**src/rtl/axis_frame_arbiter.sv**
```systemverilog
// axis_frame_arbiter
//   Frame-granular round-robin arbiter that shares one AXI-Stream video sink
//   (tuser = start of frame, tlast = end of line) between NUM_SRC sources.
//   A source wins on a SOF beat and keeps the grant until the EOL beat of line
//   LINES_PER_FRAME has been accepted. The sink side has one register stage.
//
// Ports
//   clk_i, rstn_i   clock (rising edge), asynchronous active-low reset
//   axis_s_*        per-source slave streams, source k data at [k*DW +: DW]
//   axis_m_*        registered master stream toward the sink
//   grant_o         index of the locked source (meaningful while busy_o)
//   busy_o          high while a frame is locked
//   drop_o          one-cycle pulse: a non-SOF beat was discarded while idle
//   err_o           one-cycle pulse: a SOF beat arrived in the middle of a frame
module axis_frame_arbiter #(
  parameter int NUM_SRC         = 2,
  parameter int DATA_BYTES      = 1,
  parameter int LINES_PER_FRAME = 4
) (
  input  logic                             clk_i,
  input  logic                             rstn_i,
  input  logic [NUM_SRC*DATA_BYTES*8-1:0]  axis_s_data_i,
  input  logic [NUM_SRC-1:0]               axis_s_valid_i,
  output logic [NUM_SRC-1:0]               axis_s_ready_o,
  input  logic [NUM_SRC-1:0]               axis_s_last_i,
  input  logic [NUM_SRC-1:0]               axis_s_user_i,
  output logic [DATA_BYTES*8-1:0]          axis_m_data_o,
  output logic                             axis_m_valid_o,
  input  logic                             axis_m_ready_i,
  output logic                             axis_m_last_o,
  output logic                             axis_m_user_o,
  output logic [((NUM_SRC > 1) ? $clog2(NUM_SRC) : 1)-1:0] grant_o,
  output logic                             busy_o,
  output logic                             drop_o,
  output logic                             err_o
);

  localparam int DW  = DATA_BYTES * 8;
  localparam int GW  = (NUM_SRC > 1) ? $clog2(NUM_SRC) : 1;
  localparam int LCW = $clog2(LINES_PER_FRAME + 1);

  typedef enum logic [0:0] {
    ST_IDLE = 1'b0,
    ST_LOCK = 1'b1
  } state_t;

  state_t            state_q, state_d;
  logic [GW-1:0]     ptr_q, ptr_d;
  logic [GW-1:0]     grant_q, grant_d;
  logic [LCW-1:0]    line_cnt_q, line_cnt_d;
  logic              first_q, first_d;
  logic [DW-1:0]     m_data_q, m_data_d;
  logic              m_valid_q, m_valid_d;
  logic              m_last_q, m_last_d;
  logic              m_user_q, m_user_d;
  logic              drop_q, drop_d;
  logic              err_q, err_d;

  logic [NUM_SRC-1:0] req_s;
  logic [NUM_SRC-1:0] s_ready_s;
  logic [GW:0]        win_s;
  logic               fr_s;
  logic [DW-1:0]      g_data_s;
  logic               g_valid_s;
  logic               g_last_s;
  logic               g_user_s;

  // Round-robin pick starting after ptr: returns {found, index}. The scan runs
  // from the farthest candidate back to the nearest so the nearest one sticks.
  function automatic logic [GW:0] pick_winner(input logic [NUM_SRC-1:0] req,
                                               input logic [GW-1:0]      ptr);
    logic [GW:0] res;
    int          idx;
    res = {(GW+1){1'b0}};
    for (int i = NUM_SRC; i >= 1; i--) begin
      idx = (int'(ptr) + i) % NUM_SRC;
      res = req[idx] ? {1'b1, GW'(idx)} : res;
    end
    return res;
  endfunction

  assign req_s     = axis_s_valid_i & axis_s_user_i;
  assign win_s     = pick_winner(req_s, ptr_q);
  assign fr_s      = ~m_valid_q | axis_m_ready_i;
  assign g_data_s  = axis_s_data_i[int'(grant_q)*DW +: DW];
  assign g_valid_s = axis_s_valid_i[grant_q];
  assign g_last_s  = axis_s_last_i[grant_q];
  assign g_user_s  = axis_s_user_i[grant_q];

  // Next-state, grant bookkeeping, output register load and per-source ready.
  always_comb begin
    state_d    = state_q;
    ptr_d      = ptr_q;
    grant_d    = grant_q;
    line_cnt_d = line_cnt_q;
    first_d    = first_q;
    m_data_d   = m_data_q;
    m_valid_d  = m_valid_q;
    m_last_d   = m_last_q;
    m_user_d   = m_user_q;
    drop_d     = 1'b0;
    err_d      = 1'b0;
    s_ready_s  = {NUM_SRC{1'b0}};

    case (state_q)
      ST_IDLE: begin
        // Non-SOF beats are swallowed so a source cannot start mid-frame.
        s_ready_s = axis_s_valid_i & ~axis_s_user_i;
        drop_d    = |(axis_s_valid_i & ~axis_s_user_i);
        // The last beat of the previous frame may still be draining.
        m_valid_d = m_valid_q & ~axis_m_ready_i;
        if (win_s[GW]) begin
          state_d    = ST_LOCK;
          grant_d    = win_s[GW-1:0];
          ptr_d      = win_s[GW-1:0];
          line_cnt_d = {LCW{1'b0}};
          first_d    = 1'b1;
        end else begin
          state_d    = ST_IDLE;
        end
      end
      ST_LOCK: begin
        s_ready_s[grant_q] = fr_s;
        if (fr_s) begin
          if (g_valid_s) begin
            m_data_d  = g_data_s;
            m_last_d  = g_last_s;
            m_user_d  = g_user_s;
            m_valid_d = 1'b1;
            // Only the opening beat of the frame may legally carry SOF.
            if (first_q) begin
              first_d = 1'b0;
            end else begin
              err_d   = g_user_s;
            end
            if (g_last_s) begin
              if (line_cnt_q == LCW'(LINES_PER_FRAME - 1)) begin
                state_d    = ST_IDLE;
                line_cnt_d = {LCW{1'b0}};
              end else begin
                line_cnt_d = line_cnt_q + LCW'(1'b1);
              end
            end else begin
              line_cnt_d = line_cnt_q;
            end
          end else begin
            m_valid_d = 1'b0;
          end
        end else begin
          m_valid_d = m_valid_q;
        end
      end
      default: begin
        state_d = ST_IDLE;
      end
    endcase
  end

  // State, arbitration and output register flops.
  always_ff @(posedge clk_i or negedge rstn_i) begin
    if (!rstn_i) begin
      state_q    <= ST_IDLE;
      ptr_q      <= GW'(NUM_SRC - 1);
      grant_q    <= {GW{1'b0}};
      line_cnt_q <= {LCW{1'b0}};
      first_q    <= 1'b0;
      m_data_q   <= {DW{1'b0}};
      m_valid_q  <= 1'b0;
      m_last_q   <= 1'b0;
      m_user_q   <= 1'b0;
      drop_q     <= 1'b0;
      err_q      <= 1'b0;
    end else begin
      state_q    <= state_d;
      ptr_q      <= ptr_d;
      grant_q    <= grant_d;
      line_cnt_q <= line_cnt_d;
      first_q    <= first_d;
      m_data_q   <= m_data_d;
      m_valid_q  <= m_valid_d;
      m_last_q   <= m_last_d;
      m_user_q   <= m_user_d;
      drop_q     <= drop_d;
      err_q      <= err_d;
    end
  end

  // Ready is held low during reset even if sources are already presenting beats.
  assign axis_s_ready_o = s_ready_s & {NUM_SRC{rstn_i}};
  assign axis_m_data_o  = m_data_q;
  assign axis_m_valid_o = m_valid_q;
  assign axis_m_last_o  = m_last_q;
  assign axis_m_user_o  = m_user_q;
  assign grant_o        = grant_q;
  assign busy_o         = (state_q == ST_LOCK);
  assign drop_o         = drop_q;
  assign err_o          = err_q;

endmodule

```
**config.mk**
```make
export PLATFORM = sky130hd
export DESIGN_NAME = axis_frame_arbiter
export DESIGN_NICKNAME = d
export VERILOG_FILES = /design/src/rtl/axis_frame_arbiter.sv
export SDC_FILE = /design/constraint.sdc
export NUM_CORES = 1
export LEC_CHECK = 0
export ABC_AREA = 0
export CAP_MARGIN = 15
export CORE_UTILIZATION = 42
export DETAILED_ROUTE_END_ITERATION = 8
export GPL_TIMING_DRIVEN = 0
export PLACE_DENSITY = 0.88
export SETUP_SLACK_MARGIN = 0.3
export SLEW_MARGIN = 20
export SYNTH_ARGS = -nofsm -noshare
export SYNTH_HDL_FRONTEND = slang
export SYNTH_SLANG_ARGS = --single-unit
```
**constraint.sdc**
```tcl
create_clock -name clk_i -period 2.1 [get_ports clk_i]
set_clock_uncertainty 0.1 [all_clocks]
set_input_delay 0.42 -clock clk_i [delete_from_list [all_inputs] [get_ports clk_i]]
set_output_delay 0.42 -clock clk_i [all_outputs]
set_load 0.02 [all_outputs]
```
Word level (Yosys, flattened, before mapping)
Cells that the tools add are included.
{ "op_classes": {"addsub": 3, "mul": 0, "div_mod_pow": 0, "order_cmp": 4, "eq_ne": 5, "shift": 1, "mux": 41, "bitwise_logic": 12, "n_reduce_logical": 6} }
{ "op_table": {"columns": ["op", "n"], "rows": [
  ["$mux W1", 28],
  ["$shiftx A16 B5 Y8", 1],
  ["$mux W3", 5],
  ["$and A2 B2 Y2", 4],
  ["$lt A2 B3 Y1 const B", 2],
  ["$ne A2 B1 Y1 const B", 3],
  ["$pmux W1 S2", 3],
  ["$pmux W3 S2", 1],
  ["$reduce_and A3 Y1", 2],
  ["$mux W2", 2],
  ["$pmux W2 S2", 1],
  ["$reduce_and A4 Y1", 1],
  ["$add A3 B1 Y3 const B", 1],
  ["$eq A3 B2 Y1 const B", 1],
  ["$not A1 Y1", 3],
  ["$add A1 B1 Y1 const B", 2],
  ["$and A1 B1 Y1 const A", 2],
  ["$lt A1 B2 Y1 const B", 1],
  ["$ne A2 B2 Y1 const B", 1],
  ["$not A2 Y2", 1],
  ["$reduce_and A2 Y1", 1],
  ["$reduce_or A2 Y1", 1],
  ["$and A1 B1 Y1", 1],
  ["$demux W1 S1", 1],
  ["other kinds (3)", 3]
]} }
{ "totals": {"reg_bits": 20, "latchBits": 0, "ram_bits": 0, "romBits": 0, "input_bits": 25, "out_inout_bits": 17, "word_cells": 83, "n_memories": 0} }

Logic depth before layout (Yosys ltp)
{ "logic_depth": {"ltp_word": 9, "mapped_depth": 6, "ltp_nobuf": 4} }

Worst setup path before layout
No wires, ideal clock.
{ "synth_timing": {"path_type": "reg-to-output", "start": "reg grant_q (netlist: grant_o)", "end": "out axis_s_ready_o[1]", "arrival_ps": 1389, "required_time_ps": 1580, "setup_slack_ps": 191, "path_stages_with_launch": 5, "path_buffers": 2, "cell_sequence": "dfrtp_1 -> buf_4 -> clkbuf_1 -> a31oi_1 -> nor2b_1"} }
{ "synth_between": {"elab_chain_cells": 7, "word_cells_on_any_way": 8, "cone_classes": "2 x order compare; 3 x mux; 2 x bitwise; 1 x reduce/logical"} }
{ "synth_rtl": {"columns": ["item", "line", "rtl"], "rows": [
  ["start, declared", "49", "logic [GW-1:0] grant_q, grant_d;"],
  ["start signal, assigned", "164", "grant_q <= {GW{1'b0}};"],
  ["start signal, assigned", "176", "grant_q <= grant_d;"],
  ["$lt A1 B2 Y1 (not written as such) or $ge A1 B1 Y1 (tied branches)", "123", "s_ready_s[grant_q] = fr_s;"],
  ["$logic_and A1 B1 Y1 (not written as such)", "123", null],
  ["$mux W1 (not written as such)", "123", null],
  ["$demux W1 S1 *", "123", null],
  ["$and A2 B2 Y2 (no line) *", null, null],
  ["$pmux W2 S2 *", "105", "case (state_q)"],
  ["$and A2 B2 Y2 *", "189", "assign axis_s_ready_o = s_ready_s & {NUM_SRC{rstn_i}};"],
  ["end, declared", "24", "output logic [NUM_SRC-1:0] axis_s_ready_o,"]
]} }
Mark *: on every way between the ends. The rest lies on a longest branch, timed or not.

Worst setup path after layout
{ "layout_timing": {"start": "reg grant_q (netlist: grant_o)", "end": "out axis_s_ready_o[0]"} }
The elaborated chain is that of the path after synthesis.

==> results by group <==
Clocking
  • Clk sink count: 20
  • Worst-path clk slew: 0.11 ns
  • Max Buffers Root-to-Sink: 2
  • CTS Buf Count: 3
  • Clk_lat worst skew: around 0.30 ns
  • Root buf cell: clkbuf_4
  • # hold bufs at CTS: 0
  • H-tree levels: 1
  • CTS tree: yes

GRT
  • Total congestion overflow: 0
  • Overall Global Routing Usage: 0.2230
  • Global-route wire length before repair: ~4300 µm
  • Largest net degree at the start of global routing: 23
  • Vias in the first global route: between 900 and 1000
  • Initial antenna violation count: 0

Placement
  • Routability cong.: just under 0.8
  • HPWL after DPL: between 1500 and 2000 µm
  • Dpl ws: -0.8716 ns
  • Input/output buffers: 41
  • Placed cell count: 154

STA
  • Final Max Slew Viols: 0
  • Actual slew at the worst max-slew pin: between 0.5 and 0.6 ns
  • Fmax: 513.9 MHz
  • RSZ-0062 raised after global routing: yes
  • Final setup viols: 0
  • Final Critical Period: around 1.9 ns
  • Worst slew margin: 0.6519
  • Hold WS: around 0.064 ns
  • Setup TNS Final: 0 ns
  • Period utilisation layout: 0.9266
  • Fin. Hold Viols: 0
  • Final Worst Setup Slack: about 0.15 ns

Yosys
  • Post-synth ARST share: 1.000
  • Number of synthesis warnings: 0
  • Distinct cells, synth: 35
  • Main synth FF type: dfrtp_1
  • #FFs+latches synth: 20
  • Syn Area/Cell: between 10 and 15 µm²
  • Sequential area share after synthesis: 0.4878
  • Synthesized instance count: 85
  • Synth Cell Area: 0.001028 mm²
  • Post-synth EDFFs: 0
  • Syn Nets: ~110

Floorplanning
  • Die extent in y: approximately 51 µm
  • Core Region: 0.002255 mm²
  • Die ar.: about 0.0027 mm²
  • Row count: 17
  • IO Pins: 42
  • Die span in x: approximately 51 µm
  • Initial core utilization: 0.4562

Power and ir drop
  • Peak VDD IR: between 0.8 and 0.9 mV
  • PwrDens: between 1000 and 1500 mW/mm²
  • Leakage: approximately 0.00084 µW

Critical path
  • Crit-path max FO: 4
  • R2R cell count: 6
  • CP Launch Point: grant_o
  • CP required: 1.58 ns
  • Worst setup EP type: output pin
  • FF-to-FF Start: grant_o
  • CP arrival: approximately 1.4 ns
  • Reg2reg setup slack: roughly 0.24 ns
  • Reg-to-reg endpoint: axis_m_data_o[4]
  • Startpoint types: flop
  • Critical path class: flop to output pin

Cells and area
  • Final Core Density: 0.7414
  • Finished Layout Cells: 164
  • Synthesis-to-finish area growth: 62.53%
  • # nets final: approximately 160
  • Diode count: 0
  • Share of cells above drive strength 1: 0.3382

Routing
  • Via Count: 886
  • Drt first pass iters: 4
  • Initial DRC count: 8
  • DRC: 0
  • Routed WL per cell: around 16 µm
  • Post-Route WL: 2666 µm
  • Vias per inst: around 5.4
  • Post-route ant nets: 0

Run status
  • Status: complete, no violations

Flow run
  • Max Cap Viol: 0

Worst hold path
  • HP Class: input port to asynchronous set/reset pin
## cells in the final DEF, fill, tap and decap left out, drive strengths merged
| cell | n |
|---|---|
| dfrtp | 19 |
| clkdlybuf4s50 | 18 |
| mux2 | 17 |
| buf | 13 |
| dlygate4sd2 | 11 |
| dlymetal6s2s | 9 |
| nand2b | 5 |
| nor2 | 4 |
| mux2i | 4 |
| clkbuf | 4 |
| inv | 3 |
| o21a | 2 |
| nand3 | 2 |
| nand2 | 2 |
| nor2b | 2 |
| nor3 | 2 |
| o21ai | 2 |
| nor3b | 1 |
| a31oi | 1 |
| or4 | 1 |
| a22oi | 1 |
| a2bb2oi | 1 |
| or3 | 1 |
| a21oi | 1 |
| a21bo | 1 |
| o31ai | 1 |
| o311ai | 1 |
| o211ai | 1 |
| o22a | 1 |
| o221a | 1 |
| ha | 1 |
| bufinv | 1 |
| clkdlybuf4s15 | 1 |
| dfstp | 1 |
## metrics by stage
step | total power (µW) | area (µm²)
floorplan | 1338 | 1037
global route | 2349 | 1672
global placement | 1740 | 1483
CTS | 2180 | 1604
detailed placement | 1785 | 1483
finish | 2226 | 1672
## synthesized netlist by cell type (all sizes together), types with 2 or more instances
library cell / instances / share of area
nand2: 2 / 0.0073
buf: 4 / 0.030
mux2: 17 / 0.20
nor3: 2 / 0.0097
inv: 3 / 0.011
mux2i: 4 / 0.039
nand3: 2 / 0.0097
o21a: 2 / 0.015
clkbuf: 2 / 0.0073
nand2b: 5 / 0.030
nor2b: 2 / 0.012
nor2: 4 / 0.015
o21ai: 2 / 0.0097
dfrtp: 19 / 0.46
## area by class of cell
class	instances	area, µm²
fill	158	583.1
multi-input combinational	56	529.3
sequential	20	504.2
timing repair buffer	47	464.2
buffer	6	75.07
tap	28	35.03
clock inverter	1	30.03
clock buffer	3	22.52
inverter	3	11.26
## power by group
group	switching, µW	total (µW)	internal (µW)
Clock	123	316	193
Combinational	574	1270	692
Sequential	88.3	643	555
## routing by layer
layer / wire length [µm] / global-route usage / vias up
met4: 35 / 0.1036 / 0
li1: - / - / 410
met3: 78 / 0.01786 / 4
met2: 1478 / 0.4004 / 24
met5: 0 / 0 / -
met1: 1072 / 0.2668 / 448
## registers in the layout, summed over array words and instances, names as in the netlist
register and flops:
ptr_q 1, busy_o 1, axis_m_valid_o 1, axis_m_user_o 1
drop_o 1, grant_o 1, axis_m_data_o 8, err_o 1
axis_m_last_o 1, first_q 1, line_cnt_q 3
## worst max-delay path by stage
stage,endpoint,cells past startpoint
floorplan,axis_m_data_o[0],6
global placement,axis_s_ready_o[1],3
detailed placement,axis_s_ready_o[1],3
CTS,axis_s_ready_o[0],5
global route,axis_s_ready_o[0],5
finish,axis_s_ready_o[0],5
## cell families (layout without fill, tap and decap cells)
family,after synthesis,after routing,share of synthesized area
and+or+nand+nor,20,20,0.1046
adders and majority gates,1,1,0.01216
muxes,21,21,0.2433
DFF,20,20,0.4878
buffers and inverters,9,60,0.04865
AOI/OAI and AO/OA,14,14,0.1034
## critical path, stage by stage (launching register included)
cell       delay, ns
dfrtp_2         0.42
buf_6           0.13
clkbuf_16       0.14
nor3_4          0.11
o21a_1          0.19
buf_6           0.13
## what timing repair did
action                                  CTS  global route
endpoints found under the setup margin   22            24
gates resized for setup                  37            16
cloned                                    0             0
setup buffers                             3             3
pin swaps                                 3             2
No activity file was read; power rests on OpenSTA's default activity.
